--- src/rtl/uart_tx_frame.sv ---
// UART transmit framer: latches a word and its framing options on accept, then
// sends start, LSB-first data, optional parity and one or two stop bits at one bit per clk.
module uart_tx_frame #(
    parameter int DATA_WIDTH = 8
) (
    input  logic                  clk,
    input  logic                  reset,
    input  logic [DATA_WIDTH-1:0] p_data,
    input  logic                  data_valid,
    input  logic                  par_en,
    input  logic [1:0]            par_mode,
    input  logic                  stop2,
    output logic                  tx_out,
    output logic                  busy,
    output logic                  par_bit,
    output logic                  frame_done,
    output logic [2:0]            state_dbg
);

    // Handshake: data_valid is sampled only in IDLE; a word is taken at the rising
    // edge where state is IDLE and data_valid is high, and busy rises on that same
    // edge. data_valid while busy is dropped, so upstream holds it until busy falls.

    localparam int CNT_W = (DATA_WIDTH > 1) ? $clog2(DATA_WIDTH) : 1;
    localparam logic [CNT_W-1:0] LAST_BIT = CNT_W'(DATA_WIDTH - 1);

    typedef enum logic [2:0] {
        S_IDLE   = 3'd0,
        S_START  = 3'd1,
        S_DATA   = 3'd2,
        S_PARITY = 3'd3,
        S_STOP1  = 3'd4,
        S_STOP2  = 3'd5
    } state_t;

    state_t                state_q, state_d;
    logic [DATA_WIDTH-1:0] shift_q, shift_d;
    logic [CNT_W-1:0]      cnt_q, cnt_d;
    logic                  pen_q, pen_d;
    logic                  s2_q, s2_d;
    logic                  par_d, tx_d, busy_d, done_d;
    logic                  par_calc;

    always_comb begin
        unique case (par_mode)
            2'b00:   par_calc = ^p_data;
            2'b01:   par_calc = ~(^p_data);
            2'b10:   par_calc = 1'b1;
            default: par_calc = 1'b0;
        endcase
    end

    // tx_out, busy and frame_done are registered from the state being entered,
    // so each output bit lines up with the cycle of its state.
    always_comb begin
        state_d = state_q;
        shift_d = shift_q;
        cnt_d   = cnt_q;
        pen_d   = pen_q;
        s2_d    = s2_q;
        par_d   = par_bit;
        tx_d    = 1'b1;
        busy_d  = busy;
        done_d  = 1'b0;
        case (state_q)
            S_IDLE: begin
                busy_d = 1'b0;
                if (data_valid) begin
                    state_d = S_START;
                    shift_d = p_data;
                    pen_d   = par_en;
                    s2_d    = stop2;
                    par_d   = par_calc;
                    busy_d  = 1'b1;
                    tx_d    = 1'b0;
                end
            end
            S_START: begin
                state_d = S_DATA;
                tx_d    = shift_q[0];
                shift_d = shift_q >> 1;
                cnt_d   = '0;
            end
            S_DATA: begin
                if (cnt_q == LAST_BIT) begin
                    if (pen_q) begin
                        state_d = S_PARITY;
                        tx_d    = par_bit;
                    end else begin
                        state_d = S_STOP1;
                        done_d  = ~s2_q;
                    end
                end else begin
                    cnt_d   = cnt_q + 1'b1;
                    tx_d    = shift_q[0];
                    shift_d = shift_q >> 1;
                end
            end
            S_PARITY: begin
                state_d = S_STOP1;
                done_d  = ~s2_q;
            end
            S_STOP1: begin
                if (s2_q) begin
                    state_d = S_STOP2;
                    done_d  = 1'b1;
                end else begin
                    state_d = S_IDLE;
                    busy_d  = 1'b0;
                end
            end
            S_STOP2: begin
                state_d = S_IDLE;
                busy_d  = 1'b0;
            end
            default: begin
                state_d = S_IDLE;
                busy_d  = 1'b0;
            end
        endcase
    end

    always_ff @(posedge clk or negedge reset) begin
        if (!reset) begin
            state_q    <= S_IDLE;
            shift_q    <= '0;
            cnt_q      <= '0;
            pen_q      <= 1'b0;
            s2_q       <= 1'b0;
            par_bit    <= 1'b0;
            tx_out     <= 1'b1;
            busy       <= 1'b0;
            frame_done <= 1'b0;
        end else begin
            state_q    <= state_d;
            shift_q    <= shift_d;
            cnt_q      <= cnt_d;
            pen_q      <= pen_d;
            s2_q       <= s2_d;
            par_bit    <= par_d;
            tx_out     <= tx_d;
            busy       <= busy_d;
            frame_done <= done_d;
        end
    end

    assign state_dbg = state_q;

endmodule
--- config.mk ---
export PLATFORM = sky130hd
export DESIGN_NAME = uart_tx_frame
export DESIGN_NICKNAME = d
export VERILOG_FILES = /design/src/rtl/uart_tx_frame.sv
export SDC_FILE = /design/constraint.sdc
export NUM_CORES = 1
export LEC_CHECK = 0
export BUFFER_PORTS_ARGS = -buffer_cell sky130_fd_sc_hd__clkbuf_2
export CAP_MARGIN = 30
export CORE_MARGIN = 3
export CORE_UTILIZATION = 48
export DETAILED_ROUTE_END_ITERATION = 7
export PLACE_DENSITY = 0.86
export RECOVER_POWER = 50
export SYNTH_ARGS = -nofsm -noshare
export SYNTH_HDL_FRONTEND = slang
export SYNTH_SLANG_ARGS = --single-unit
--- constraint.sdc ---
create_clock -name clk -period 1.7 [get_ports clk]
set_input_delay 0.17 -clock clk [delete_from_list [all_inputs] [get_ports clk]]
set_output_delay 0.17 -clock clk [all_outputs]
set_load 0.02 [all_outputs]
==> metrics.md, run 1 <==
| Metric | Value |
|---|---|
| Status | `complete, no violations` |
| Period Utilization, post-route | `between 90% and 100%` |
| Area delta synth->final | `27.3%` |
| Final ANT Viol Nets | `0` |
| CTS clk-pin slew, worst paths | `between 0.1 and 0.15 ns` |
| Slowest stage cell, crit path | `dfrtp_1` |
| Syn avg cell area | `between 9 and 10 um^2` |
| Dpl cell area | `1240 um^2` |
| Crit-path cells | `ha_2 > ha_4 > nor2_4 > nand2_2 > a21oi_4 > clkbuf_16 > nor2_4 > a21oi_2` |
| Die area | `~2900 um^2` |
| WL/cell | `14.4 um` |
| CP required | `1.94 ns` |
| Pre-CTS setup slack | `0.0477 ns` |
| Gpl congestion | `0.800` |
| Multi-input gate area | `602 um^2` |
| Flops & latches, synth | `20` |
| Row cnt | `16` |
| DP Wirelength | `approximately 1.7 mm` |
| Global Route Usage Sum | `17.5%` |
| Critical Path Sink Type | `flip-flop` |
| Cell area after layout | `1400 um^2` |
| Reg area | `~500 um^2` |
| Min-Delay Path Class | `in -> reg` |
| Setup CP Type | `reg -> reg` |
| Clock latency on the worst-skew pair | `0.30 ns` |
| Area contributors post-synth | `dfrtp_1, mux2i_1, o21ai_0` |
| Syn nets | `127` |
| CTS buffer count | `3` |
| CP most frequent cell | `nor2_4` |
| Commonest non-fill, non-tap cell in the layout | `clkbuf_2` |
| Yosys cell types | `31` |
| Drt first pass iters | `4` |
| First-pass GRT wire length | `3.60 mm` |
| Final Total Pwr | `2.93 mW` |
| Final Hold Vio Count | `0` |
| Cells after Synth | `110` |
| RSZ-0062 raised after global routing | `yes` |
| Die H | `53.8 um` |
| Final critical-path required period | `1.69 ns` |
| Gr ovfl total | `0` |
| Max Cap Viol | `0` |
| Maximum clock path buffer count | `2` |
| Slowest stage delay, CP | `0.43 ns` |
| Pleak | `0.621 nW` |
| Worst Slack Setup Final | `0.00971 ns` |
| CTS Sinks | `20` |
| Most frequent cells in the layout | `clkbuf_2, dfrtp_1, o21ai_0, nand2_1, mux2i_1` |
| Number of buffers added on ports | `21` |
| Total number of vias | `895` |
| Chip width | `about 54 um` |
| DRC | `0` |
| Worst-Margin Slew | `1.06 ns` |
| Share of layout cells above drive strength 1 | `36.0%` |
| DR iter-0 viols | `15` |
| # nets final | `approximately 160` |
| Final Util | `67.7%` |
| Synth warnings | `0` |
| Antenna diode count | `0` |
| Synth Cell Area | `approximately 1100 um^2` |
| Final number of setup-violating endpoints | `0` |
| CTS tree | `built` |
| Register area share after synthesis | `45.7%` |
| CP Data Arrival Time | `between 1.5 and 2 ns` |
| Initial core utilization | `53.2%` |
| Critical path's top delay family | `flip-flops` |
| Initial antenna violation count | `0` |
| Final slew viol count | `0` |
| Vias in the first global route | `~840` |
| Root Driver | `clkbuf_4` |
| Fillers | `158` |
| Number of I/O pins | `22` |
| H-tree depth | `1` |
| WP buf/inv | `1` |
| Power density cells | `2100 nW/um^2` |
| Critical path startpoint category | `flip-flop` |
| Post-synth top area cell | `dfrtp_1` |
| Setup Total Neg Slack | `0 ns` |
| Core area | `2060 um^2` |
| Pin count of the biggest net entering global routing | `21` |
| Maximum vdd ir drop | `about 0.0013 V` |
| Via-per-instance ratio | `5.39` |
| Post-synth top area share | `between 40% and 50%` |
| Headroom to the max-slew limit | `29.4%` |
| Clk_skew | `about 0.0027 ns` |
| Peak Freq | `592 MHz` |
| Worst-path fanout max | `4` |
| Final WL | `approximately 2.4 mm` |
cell type report:
class / count / area share [%]
tap: 27 / 2.42
sequential: 20 / 35.9
timing repair buffer: 29 / 15.3
clock buffer: 4 / 1.88
multi-input combinational: 81 / 43.1
inverter: 5 / 1.34
repair_timing:
item                       in CTS  in global routing
setup endpoints to repair       0                  8
buffers inserted                0                  2
gates resized for setup         0                 17
hold buffers                    1                  0
hold endpoints to repair       19                  0
synth_stat cells:
cell type,number
and3_1,1
dfstp_2,1
inv_1,3
and2_1,1
a21oi_1,9
mux2_2,2
buf_4,3
nor3_1,3
ha_1,2
mux2i_1,8
nor2_1,11
nor4_1,1
buf_6,1
o31ai_2,1
a21oi_4,1
o21a_1,1
nand2_1,10
nor2b_1,1
inv_2,2
nand3_1,2
xor2_1,1
xnor2_2,1
a21boi_0,1
xnor2_1,6
nor2_8,1
a22oi_1,2
nand3b_1,1
dfrtp_1,19
o21ai_2,1
o21ai_0,12
a2111oi_0,1
sequential cells by signal, indices dropped and copies added (netlist names):
name and flops:
shift_q 8, cnt_q 3, state_dbg 3, busy 1, frame_done 1, par_bit 1
pen_q 1, s2_q 1, tx_out 1
through the flow:
step           hold slack (ns)  cells
2_1_floorplan           -0.126    110
3_3_place_gp             0.147    157
3_5_place_dp             0.153    157
4_1_cts                 0.0877    162
5_1_grt                 0.0866    166
6_report                0.0902    166
where the power goes:
part	switching, mW	internal (mW)
Combinational	0.889	0.835
Clock	0.148	0.0916
Sequential	0.259	0.709
worst register-to-register path, stage by stage (launching register included):
cell	delay [ns]
dfrtp_1	0.43
ha_2	0.21
ha_4	0.17
nor2_4	0.11
nand2_2	0.09
a21oi_4	0.28
clkbuf_16	0.20
nor2_4	0.03
a21oi_2	0.10
per-layer routing:
layer / share of wire (%) / track usage [%]
met4: 0.59 / 6.38
met3: 5.6 / 5.54
met5: 0 / 0
met1: 42 / 20.5
met2: 52 / 29.6
cell families after synthesis:
kind of cell | after synthesis | synth area share, %
muxes | 10 | 9.35
DFF | 20 | 45.7
AOI/OAI and AO/OA | 29 | 16.5
xor gates and xnor gates | 8 | 7.07
buffers and inverters | 9 | 4.79
and+or+nand+nor | 32 | 14.3
adders and majority gates | 2 | 2.28
final timing paths:
| kind | from | end | slack (ns) | cells after the start |
|---|---|---|---|---|
| hold reg to reg | shift_q[7] | shift_q[7] | 0.55 | 2 |
| setup / recovery | cnt_q[0] | shift_q[6] | 0.01 | 8 |
| min in group asynchronous | reset | shift_q[1] | 0.56 | 2 |
| hold / removal | stop2 | s2_q | 0.09 | 2 |
| max in group asynchronous | reset | shift_q[6] | 0.51 | 2 |
| setup reg to reg | cnt_q[0] | shift_q[6] | 0.01 | 8 |
(Power assumes the default switching activity.)
==> run 2: changes to the inputs <==
--- a/config.mk
+++ b/config.mk
@@ -7,8 +7,10 @@
 export LEC_CHECK = 0
 export BUFFER_PORTS_ARGS = -buffer_cell sky130_fd_sc_hd__clkbuf_2
 export CAP_MARGIN = 30
+export CELL_PAD_IN_SITES_DETAIL_PLACEMENT = 1
+export CELL_PAD_IN_SITES_GLOBAL_PLACEMENT = 1
 export CORE_MARGIN = 3
-export CORE_UTILIZATION = 48
+export CORE_UTILIZATION = 37
 export DETAILED_ROUTE_END_ITERATION = 7
 export PLACE_DENSITY = 0.86
 export RECOVER_POWER = 50
==> run 2 against run 1 <==
Net effect: sequential share of layout area up 1.4 points; clock power up 65%; die area up 26%; highest routed layer unchanged; cell count up 1.2%.
==> metrics.md, run 2 (synthesized netlist as in run 1, its figures left out) <==
| Metric | Value |
|---|---|
| Chip width | `60.5 um` |
| R2R depth | `8` |
| Worst-path fanout max | `9` |
| Comb power frac | `52.9%` |
| DP Wirelength | `1.96 mm` |
| Non-filler cells, final | `between 150 and 200` |
| Power density cells | `2130 nW/um^2` |
| Total number of vias | `between 900 and 1000` |
| Final WL | `2.64 mm` |
| Sw Ratio | `42.4%` |
| Initial antenna violation count | `0` |
| Final Util | `48.4%` |
| Max Cap Viol | `0` |
| Vias in the first global route | `951` |
| Final slew viol count | `0` |
| Hold-critical path depth | `2` |
| Commonest non-fill, non-tap cell in the layout | `dfrtp_1` |
| H-tree depth | `1` |
| DRC | `0` |
| Via-per-instance ratio | `5.39` |
| Min-Delay Path Class | `in -> reg` |
| CTS tree | `built` |
| CTS buffer count | `3` |
| CP Data Arrival Time | `approximately 1.9 ns` |
| Die H | `60.5 um` |
| Pleak | `0.604 nW` |
| Cells after DPL | `161` |
| Share of layout cells above drive strength 1 | `between 20 and 30%` |
| Final Hold Vio Count | `0` |
| Flop pwr share | `33.3%` |
| Number of I/O pins | `22` |
| Final number of setup-violating endpoints | `0` |
| CP required | `1.94 ns` |
| # nets final | `155` |
| Gr ovfl total | `0` |
| P_int | `1.65 mW` |
| CTS Sinks | `20` |
| Status | `complete, no violations` |
| WL/cell | `15.7 um` |
| Worst-Margin Slew | `1.09 ns` |
| Final critical-path required period | `1.66 ns` |
| Headroom to the max-slew limit | `between 20% and 30%` |
| Antenna diode count | `0` |
| Pre-CTS setup slack | `0.0389 ns` |
| Period Utilization, post-route | `97.7%` |
| Maximum vdd ir drop | `0.00129 V` |
| Max FFs per register | `8` |
| Most frequent cells in the layout | `dfrtp_1, clkbuf_2, o21ai_0, nor2_1` |
| Global Route Usage Sum | `15.4%` |
| Gpl congestion | `0.828` |
| Root Driver | `clkbuf_4` |
| First-pass GRT wire length | `between 4 and 5 mm` |
| Area delta synth->final | `22.6%` |
| Worst Slack Setup Final | `0.0390 ns` |
| Core area | `approximately 2800 um^2` |
| Most flop-heavy register | `shift_q` |
| Clock latency on the worst-skew pair | `0.31 ns` |
| Initial core utilization | `between 30% and 40%` |
| Critical Path Sink Type | `flip-flop` |
| Drt first pass iters | `4` |
| Worst hold margin | `0.0813 ns` |
| Switching power | `1.21 mW` |
| Peak Freq | `602 MHz` |
| Critical path startpoint category | `flip-flop` |
| Pin count of the biggest net entering global routing | `21` |
| Number of buffers added on ports | `21` |
| Clk pwr share | `13.8%` |
| Final ANT Viol Nets | `0` |
| Row cnt | `19` |
| Maximum clock path buffer count | `2` |
| Setup CP Type | `reg -> reg` |
| Die area | `3660 um^2` |
| Clk_skew | `0.00689 ns` |
| DR iter-0 viols | `18` |
| CTS clk-pin slew, worst paths | `0.12 ns` |
run 2: cell count changes in the layout (fill, tap and decap cells not counted), sizes merged:
| cell | before | now |
|---|---|---|
| clkbuf | 27 | 25 |
| buf | 5 | 4 |
| bufinv | 0 | 1 |
run 2: layout make-up:
type | instances | area (um^2)
inverters | 5 | 18.8
well taps | 31 | 38.8
clock inverters | 1 | 30.0
fillers | 330 | 1440
repair buffers | 27 | 178
multi-input cells | 81 | 556
flip-flops and latches | 20 | 502
clock buffers | 3 | 22.5
run 2: layer usage:
metal / global-route usage, % / up-vias / wire, um
met5: 0 / - / 0
met1: 18.1 / 445 / 1130
met2: 25.6 / 24 / 1340
met4: 5.88 / 0 / 42
met3: 5.74 / 4 / 131
li1: - / 433 / -
run 2: repair_timing:
action                                  4_1_cts  5_1_grt
gates resized for setup                       0        4
endpoints found under the setup margin        0        9
hold buffers                                  1        0
hold endpoints to repair                     19        0
buffers inserted                              0        1
run 2: path summary, 6_finish.rpt:
kind	slack (ns)	startpoint	end
max	0.04	cnt_q[0]	shift_q[0]
min	0.08	par_en	pen_q
max reg2reg	0.04	cnt_q[0]	shift_q[0]
min reg2reg	0.54	cnt_q[2]	cnt_q[2]
max in group asynchronous	0.48	reset	cnt_q[0]
min in group asynchronous	0.57	reset	shift_q[0]
run 2: per-stage QoR:
stage               setup TNS (ns)  instance area [um^2]  power (mW)
floorplan                        0                  1100        1.96
global placement                 0                  1240        2.26
detailed placement               0                  1240        2.34
CTS                              0                  1310        2.75
global route               -0.0880                  1350        3.09
finish                           0                  1350        2.86
run 2: power groups by stage:
stage          Combinational (mW)  Clock, mW  Sequential [mW]
4_1_cts                      1.40      0.404            0.943
2_1_floorplan                1.04          0            0.919
6_report                     1.51      0.394            0.951
3_5_place_dp                 1.39          0            0.953
3_3_place_gp                 1.33          0            0.936
5_1_grt                      1.68      0.425            0.985
run 2: worst max-delay path, stage by stage (launching register included):
cell	delay, ns
dfrtp_1	0.43
ha_1	0.22
ha_2	0.20
nor2_4	0.10
nand2_2	0.09
a21oi_4	0.23
buf_12	0.15
nor2_1	0.04
a21oi_1	0.13
